`src/rtl/handshake_rx_fifo.sv`:
```
// Valid/ready receive slave with a first-word-fall-through FIFO and a programmable
// post-accept recovery gap. Define HS_RX_STATS_EN to add the 16-bit beat_cnt output.
module handshake_rx_fifo #(
    parameter int DATA_W     = 32,
    parameter int DEPTH      = 4,
    parameter int GAP_CYCLES = 3
) (
    input  logic                     clk,
    input  logic                     rst,
    input  logic [DATA_W-1:0]        in_data,
    input  logic                     in_valid,
    output logic                     in_ready,
    output logic [DATA_W-1:0]        out_data,
    output logic                     out_valid,
    input  logic                     out_ready,
    output logic [$clog2(DEPTH):0]   level
`ifdef HS_RX_STATS_EN
    ,
    output logic [15:0]              beat_cnt
`endif
);

    localparam int PTR_W = $clog2(DEPTH);
    localparam int LVL_W = PTR_W + 1;
    localparam logic [LVL_W-1:0] LVL_FULL = LVL_W'(DEPTH);
    localparam logic [3:0]       GAP_LOAD = 4'(GAP_CYCLES);

    logic [DATA_W-1:0] mem [DEPTH];

    logic [PTR_W-1:0]  wr_ptr_q, wr_ptr_d;
    logic [PTR_W-1:0]  rd_ptr_q, rd_ptr_d;
    logic [LVL_W-1:0]  level_q,  level_d;
    logic [3:0]        gap_q,    gap_d;
    logic [DATA_W-1:0] last_q,   last_d;

    logic push;
    logic pop;

    // Ready depends only on registered state so upstream sees no valid->ready path.
    assign in_ready  = !rst && (level_q != LVL_FULL) && (gap_q == 4'd0);
    assign out_valid = (level_q != '0);
    assign push      = in_valid && in_ready;
    assign pop       = out_valid && out_ready;
    assign level     = level_q;

    // When empty, present the most recently popped word rather than stale memory.
    assign out_data  = out_valid ? mem[rd_ptr_q] : last_q;

    always_comb begin
        wr_ptr_d = wr_ptr_q;
        rd_ptr_d = rd_ptr_q;
        level_d  = level_q;
        gap_d    = gap_q;
        last_d   = last_q;

        if (push) begin
            wr_ptr_d = wr_ptr_q + PTR_W'(1);
        end
        if (pop) begin
            rd_ptr_d = rd_ptr_q + PTR_W'(1);
            last_d   = mem[rd_ptr_q];
        end

        if (push && !pop) begin
            level_d = level_q + LVL_W'(1);
        end else if (pop && !push) begin
            level_d = level_q - LVL_W'(1);
        end

        if (push) begin
            gap_d = GAP_LOAD;
        end else if (gap_q != 4'd0) begin
            gap_d = gap_q - 4'd1;
        end
    end

    always_ff @(posedge clk or posedge rst) begin
        if (rst) begin
            wr_ptr_q <= '0;
            rd_ptr_q <= '0;
            level_q  <= '0;
            gap_q    <= GAP_LOAD;
            last_q   <= '0;
        end else begin
            wr_ptr_q <= wr_ptr_d;
            rd_ptr_q <= rd_ptr_d;
            level_q  <= level_d;
            gap_q    <= gap_d;
            last_q   <= last_d;
        end
    end

    // Storage is deliberately left unreset; pointers and level define validity.
    always_ff @(posedge clk) begin
        if (push) begin
            mem[wr_ptr_q] <= in_data;
        end
    end

`ifdef HS_RX_STATS_EN
    logic [15:0] beat_cnt_q, beat_cnt_d;

    always_comb begin
        beat_cnt_d = beat_cnt_q;
        if (push) begin
            beat_cnt_d = beat_cnt_q + 16'd1;
        end
    end

    always_ff @(posedge clk or posedge rst) begin
        if (rst) begin
            beat_cnt_q <= '0;
        end else begin
            beat_cnt_q <= beat_cnt_d;
        end
    end

    assign beat_cnt = beat_cnt_q;
`endif

endmodule
```
`config.mk`:
```
export PLATFORM = sky130hd
export DESIGN_NAME = handshake_rx_fifo
export DESIGN_NICKNAME = d
export VERILOG_FILES = /design/src/rtl/handshake_rx_fifo.sv
export SDC_FILE = /design/constraint.sdc
export NUM_CORES = 1
export LEC_CHECK = 0
export ABC_CLOCK_PERIOD_IN_PS = 3260
export CAP_MARGIN = 20
export CORE_MARGIN = 5
export CORE_UTILIZATION = 45
export CTS_CLUSTER_SIZE = 10
export DETAILED_ROUTE_END_ITERATION = 12
export HOLD_SLACK_MARGIN = 0.03
export PLACE_DENSITY = 0.72
export SLEW_MARGIN = 20
export SYNTH_ARGS = -nofsm -noshare
export SYNTH_HDL_FRONTEND = slang
export SYNTH_SLANG_ARGS = --single-unit
```
`constraint.sdc`:
```
create_clock -name clk -period 3.26 [get_ports clk]
set_input_delay 0.815 -clock clk [delete_from_list [all_inputs] [get_ports clk]]
set_output_delay 0.815 -clock clk [all_outputs]
set_load 0.02 [all_outputs]
```
==> results by group, run 1 <==
Status
  – Status: finished clean

Cells and area
  – Final instance area: 8436 sq um
  – Non-Filler Instances: around 620
  – Area Growth Syn to Fin: 23.84%
  – Share of cells above drive strength 1: 0.3651
  – ANT cells: 0
  – Final-layout fill cell count: around 1200
  – # nets final: 460

Synth
  – Most used DFF post-synth: edfxtp_1
  – Yosys cell types: 30
  – Post-synthesis async set-or-reset flop share: 0.2515
  – Synth top cells by count: 128 x edfxtp_1, 65 x mux2_2, 41 x dfrtp_1
  – Avg Inst Size Synth: 20.96 sq um
  – Post-synth top area cell: edfxtp_1
  – Yosys warns: 0
  – Post-synth EDFFs: between 100 and 150
  – Post-synthesis sequential area ratio: 0.7226
  – Gate Count Post-Synth: 325
  – Yosys top cell area share: 0.5643
  – Yosys reg bits: 171
  – Ranking of synthesized cells by area: edfxtp_1 56%, dfrtp_1 15%, mux2_2 11%
  – Net count after synthesis: 368
  – Most frequent cell after synthesis: edfxtp_1
  – Mapped Area: between 6000 and 7000 sq um

Critical path
  – Critical Path, Cell by Cell: inv_1 -> ha_1 -> or3b_4 -> nor3_1 -> clkdlybuf4s50_1
  – Arr. time, crit path: between 2000 and 2500 ps
  – Worst Path Required: 2440 ps
  – Worst setup SP type: flip-flop
  – Setup crit end kind: output port
  – Crit Path Class: reg2out
  – Crit path max fanout: 4
  – Largest stage delay, worst path: roughly 630 ps
  – Worst path slowest cell: clkdlybuf4s50_1

CTS
  – CTS max path bufs: 2
  – Setup Fix Bufs, Post-CTS: 0
  – CTS Hold Bufs: 0
  – Clk sinks: ~170
  – CTS Root Cell: clkbuf_16
  – CTS tree: done
  – Clock Latency Late Sink: 430 ps
  – CTS buffer count: 17
  – Htree depth: 4
  – Clock-pin slew on the worst setup and hold paths: 60 ps

Timing
  – TNS Setup: 0 ps
  – Slew Limit Fails: 0
  – Slew headroom: 0.6257
  – Final worst-path cycle share: 0.9520
  – Worst slew pin tran: ~560 ps
  – RSZ-0062 raised after global routing: false
  – Clock skew: roughly 12 ps
  – Hold Fails Final Rpt: 0
  – Final Critical Period: 3103 ps
  – Max Fclk: 322.2 MHz
  – Endpoints failing setup: 0

Detailed routing
  – First-pass DRT Iterations: 4
  – Final wirelength: around 12000 microns
  – Drc violations: 0
  – DRT antenna net count: 0
  – Post-DR vias/cell: about 5.3
  – WL/cell: 19.33 microns
  – Initial DRC count: between 100 and 150
  – Vias: 3276

GRT
  – Initial antenna violation count: 0
  – Largest net degree at the start of global routing: 36
  – Total gr overflow: 0
  – Overall Global Routing Usage: 0.1463
  – First-pass GRT wire length: about 19000 microns
  – Vias in the first global route: ~3700

Place
  – # port buffers: 72
  – Dpl cells: roughly 590
  – Dpl hpwl: ~7600 microns
  – Dpl cell area: roughly 7800 sq um
  – Routability cong.: about 0.68

Pwr
  – Worst vdd ir: between 400 and 500 uV
  – Pwr dens: 904.4 nW/um^2
  – Power, Total: between 0.007 and 0.008 W
  – LEAKAGE: roughly 3.0 nW

Flow run
  – MaxCap Viol Count: 0

Floorplanning
  – Core area: 15030 sq um
  – Die X: 133.0 microns
  – Vert. Die Dim: between 100 and 150 microns
  – I/O pin total: 73
  – FP Rows: 45
  – Die area: ~18000 sq um
  – Initial core utilization: 0.4531

Hold path
  – Tightest Hold Check Type: reg2reg
-- per-layer routing --
metal / vias up / share of wire / GRT usage
met5: - / 0 / 0
li1: 1477 / - / -
met1: 1712 / 0.40 / 0.1686
met2: 72 / 0.53 / 0.2545
met4: 0 / 0.017 / 0.05774
met3: 15 / 0.047 / 0.04563
-- worst max-delay path: cells and delay by family, from the launching register on --
kind | cells | cell delay (ps)
fa+ha+maj | 1 | 200
flops | 1 | 370
simple gates | 2 | 590
buf+inv | 2 | 700
-- logic make-up (layout without fill, tap and decap cells) --
kind of cell             count (synthesis)  after routing  share of synthesized area
flip-flops                             171            171                     0.7226
multiplexers                           100            100                     0.2184
buffers and inverters                   21            126                    0.01580
AND/OR/NAND/NOR                         17             17                    0.01819
adder cells (fa/ha/maj)                  7              7                    0.01396
XOR/XNOR                                 6              6                   0.007715
AO/OA/AOI/OAI                            3              3                   0.003308
-- metrics by stage --
stage	hold slack (ps)	util	worst slack, ps
6_report	499.5	0.5611	156.6
5_1_grt	518.2	0.5611	72.48
4_1_cts	505.0	0.5611	115.8
3_5_place_dp	489.4	0.5209	259.5
3_3_place_gp	476.3	0.5209	278.8
2_1_floorplan	465.2	-	782.1
-- report_power, final --
part / internal [W] / switching, W / total [W]
clock network: 0.00134 / 0.000780 / 0.00212
logic: 0.00137 / 0.00128 / 0.00265
registers: 0.00269 / 0.000173 / 0.00286
total: 0.00539 / 0.00224 / 0.00763
-- timing repair --
item / 4_1_cts / 5_1_grt
endpoints found under the hold margin: 0 / 0
endpoints found under the setup margin: 32 / 0
gates resized for setup: 34 / 0
-- cell type report --
cell class	instances	area [sq um]	share of cell area
clock inverters	11	166.4	0.01973
well taps	188	235.2	0.02788
clock buffers	21	470.5	0.05577
multi-input cells	133	1783	0.2114
inverters	6	22.52	0.002670
repair buffers	88	833.3	0.09878
flip-flops and latches	171	4925	0.5838
-- cells in the final DEF, fill, tap and decap left out, types with 3 or more instances in the layout --
master and instances:
clkbuf_8 3, inv_1 5, clkbuf_16 17, bufinv_16 4
clkinvlp_4 5, dlygate4sd2_1 32, clkdlybuf4s50_1 40, buf_4 12
xnor2_1 4, and2_2 4, ha_1 6, dfrtp_1 39
edfxtp_1 128, mux2_2 65, mux4_2 32
-- flip-flops by register name, indices dropped and copies added, names as in the netlist --
name	cells
rd_ptr_q	2
level	3
wr_ptr_q	2
gap_q	4
last_q	32
mem	128
-- worst paths after layout --
check	from	endpoint	slack (ps)	cells past startpoint
max in group asynchronous	rst	rd_ptr_q[0]$_DFFE_PP0P_	1950	3
worst min-delay path	last_q[1]$_DFFE_PP0P_	last_q[1]$_DFFE_PP0P_	500	1
worst max-delay path	gap_q[1]$_DFFE_PP1P_	in_ready	160	5
min in group asynchronous	rst	level[0]$_DFFE_PP0P_	700	2
worst min register to register	last_q[1]$_DFFE_PP0P_	last_q[1]$_DFFE_PP0P_	500	1
worst max register to register	gap_q[1]$_DFFE_PP1P_	level[2]$_DFFE_PP0P_	750	10
Power figures use the tool's default switching activity.
==> inputs of run 2 (changes only) <==
--- a/config.mk
+++ b/config.mk
@@ -9,7 +9,7 @@
 export CAP_MARGIN = 20
 export CORE_MARGIN = 5
 export CORE_UTILIZATION = 45
-export CTS_CLUSTER_SIZE = 10
+export CTS_CLUSTER_SIZE = 24
 export DETAILED_ROUTE_END_ITERATION = 12
 export HOLD_SLACK_MARGIN = 0.03
 export PLACE_DENSITY = 0.72
==> results of run 2 <==
Same layout as run 1: the final DEF is identical, and so are final timing and power.
==> inputs of run 3 (changes only) <==
--- a/config.mk
+++ b/config.mk
@@ -5,7 +5,7 @@
 export SDC_FILE = /design/constraint.sdc
 export NUM_CORES = 1
 export LEC_CHECK = 0
-export ABC_CLOCK_PERIOD_IN_PS = 3260
+export ABC_CLOCK_PERIOD_IN_PS = 3800
 export CAP_MARGIN = 20
 export CORE_MARGIN = 5
 export CORE_UTILIZATION = 45
==> constraint.sdc (replaced) <==
create_clock -name clk -period 3.8 [get_ports clk]
set_input_delay 0.95 -clock clk [delete_from_list [all_inputs] [get_ports clk]]
set_output_delay 0.95 -clock clk [all_outputs]
set_load 0.02 [all_outputs]
==> run 3 against run 2 <==
Via count fell by 1.6%. Final cell count fell by 1.3%. Clock skew shrank 3.7 ps.
==> results by group, run 3 (synthesis results as in run 1) <==
Floorplanning
  – Core area: ~15000 sq um
  – Vert. Die Dim: roughly 130 microns
  – FP Rows: 45
  – Initial core utilization: 0.4531
  – I/O pin total: 73
  – Die area: roughly 18000 sq um
  – Die X: between 100 and 150 microns

Timing
  – Final worst-path cycle share: 0.9536
  – Clock skew: 8.385 ps
  – Slew Limit Fails: 0
  – Hold Fails Final Rpt: 0
  – Max Fclk: around 280 MHz
  – TNS Setup: 0 ps
  – RSZ-0062 raised after global routing: false
  – Endpoints failing setup: 0
  – Final Critical Period: roughly 3600 ps
  – Slew headroom: 0.4594
  – Worst slew pin tran: 810.9 ps

CTS
  – CTS buffer count: 17
  – Clock Latency Late Sink: between 400 and 500 ps
  – Clock-pin slew on the worst setup and hold paths: ~70 ps
  – CTS tree: done
  – CTS max path bufs: 2
  – Clk sinks: 171
  – Setup Fix Bufs, Post-CTS: 0
  – Htree depth: 4
  – CTS Hold Bufs: 0
  – Post-CTS sizing: 0
  – CTS Root Cell: clkbuf_16

GRT
  – Initial antenna violation count: 0
  – Total gr overflow: 0
  – Vias in the first global route: roughly 3500
  – First-pass GRT wire length: roughly 20000 microns
  – Largest net degree at the start of global routing: 44
  – Overall Global Routing Usage: 0.1491

Critical path
  – Top delay family on crit path: buffers and inverters
  – Crit path buf inv count: 2
  – Worst setup SP type: flip-flop
  – Critical Path, Cell by Cell: buf_4 -> mux4_2 -> mux2_2 -> clkdlybuf4s50_1
  – Largest stage delay, worst path: 720 ps
  – Setup crit end kind: output port
  – Arr. time, crit path: between 2000 and 3000 ps
  – Crit Path Class: reg2out
  – Setup crit start: rd_ptr_q[1]$_DFFE_PP0P_
  – Crit path max fanout: 19
  – R2R Path Start: gap_q[0]$_DFFE_PP1P_
  – Worst Path Required: ~2900 ps
  – Worst path slowest cell: dfrtp_2

Pwr
  – Int Pwr: roughly 0.0047 W
  – Power, Total: ~0.0066 W
  – LEAKAGE: roughly 2.9 nW
  – Pwr dens: a little under 800 nW/um^2
  – Power share of the combinational group: 0.361
  – Clock power frac: 0.257
  – Net Sw Frac: 0.2943
  – Net Switching: 0.001945 W
  – Seq pwr share: 0.382
  – Worst vdd ir: 428.0 uV

Hold path
  – HP Start: gap_q[1]$_DFFE_PP1P_
  – Tightest Hold Check Type: reg2reg

Status
  – Status: finished clean

Detailed routing
  – Initial DRC count: between 150 and 200
  – Vias: ~3200
  – Drc violations: 0
  – WL/cell: around 20 microns
  – DRT antenna net count: 0
  – Final wirelength: 12230 microns
  – Post-DR vias/cell: ~5.3
  – First-pass DRT Iterations: 4

Cells and area
  – Commonest cells after routing, fill and taps aside: 128 x edfxtp_1, 72 x clkdlybuf4s50_1, 65 x mux2_2, 39 x dfrtp_1, 32 x mux4_2
  – Area Growth Syn to Fin: 23.62%
  – # nets final: 452
  – Top flop regs: mem (128), last_q (32), gap_q (4)
  – Final instance area: 8421 sq um
  – Largest register by flop count: mem
  – Share of cells above drive strength 1: 0.3507
  – Final-layout fill cell count: ~1100
  – ANT cells: 0
  – Commonest non-fill, non-tap cell in the layout: edfxtp_1
  – Largest register FFs: approximately 130

Place
  – Routability cong.: ~0.70
  – Dpl hpwl: between 7000 and 8000 microns
  – Dpl cell area: roughly 7800 sq um
  – # port buffers: 72

Flow run
  – MaxCap Viol Count: 0
[run 3: cell types whose count changed in the layout (fill, tap and decap cells not counted), moves of 2 or more]
cell	change
clkinv_4	+2
buf_12	+4
clkdlybuf4s50_1	+32
bufinv_16	-3
clkinvlp_4	-3
clkbuf_1	+2
buf_4	-10
buf_6	-2
dlygate4sd2_1	-32
[run 3: per-layer routing]
layer  track usage  wire, microns
met1        0.1961           5291
met2        0.2362           6225
met3       0.04715            573
met4       0.05081            140
met5             0              0
[run 3: tightest hold or removal path, cell delays in order (launching register included)]
cell and delay (ps):
dfstp_2 370, inv_1 60, mux2i_1 70
[run 3: per-stage QoR]
stage / setup WS (ps) / utilization / hold WS, ps / instances
5_1_grt: 41.73 / 0.5601 / 514.2 / 610
6_report: 176.4 / 0.5601 / 500.1 / 610
2_1_floorplan: 1231 / - / 465.2 / 325
3_3_place_gp: 541.1 / 0.5203 / 476.9 / 578
3_5_place_dp: 498.9 / 0.5203 / 489.7 / 578
4_1_cts: 37.00 / 0.5598 / 503.0 / 610
[run 3: power by group through the flow]
stage | Clock (W) | Combinational, W | Sequential [W]
floorplan | 0 | 0.00164 | 0.00246
global placement | 0 | 0.00238 | 0.00254
detailed placement | 0 | 0.00242 | 0.00256
CTS | 0.00173 | 0.00244 | 0.00253
global route | 0.00182 | 0.00258 | 0.00256
finish | 0.00170 | 0.00239 | 0.00252
[run 3: worst paths after layout]
check,cells after the start,slack (ps),to
max in group asynchronous,2,2150,rd_ptr_q[0]$_DFFE_PP0P_
hold / removal,2,500,gap_q[1]$_DFFE_PP1P_
setup reg to reg,10,990,level[2]$_DFFE_PP0P_
min in group asynchronous,2,1110,level[1]$_DFFE_PP0P_
hold reg to reg,2,500,gap_q[1]$_DFFE_PP1P_
setup / recovery,4,180,out_data[16]
[run 3: final cells by class]
class                   count  area [sq um]  area share
clock buffers              25         516.7     0.06137
clock inverters             7         77.57    0.009212
inverters                   6         23.77    0.002823
well taps                 188         235.2     0.02793
flip-flops and latches    171          4925      0.5848
multi-input cells         133          1787      0.2122
repair buffers             80         855.8      0.1016
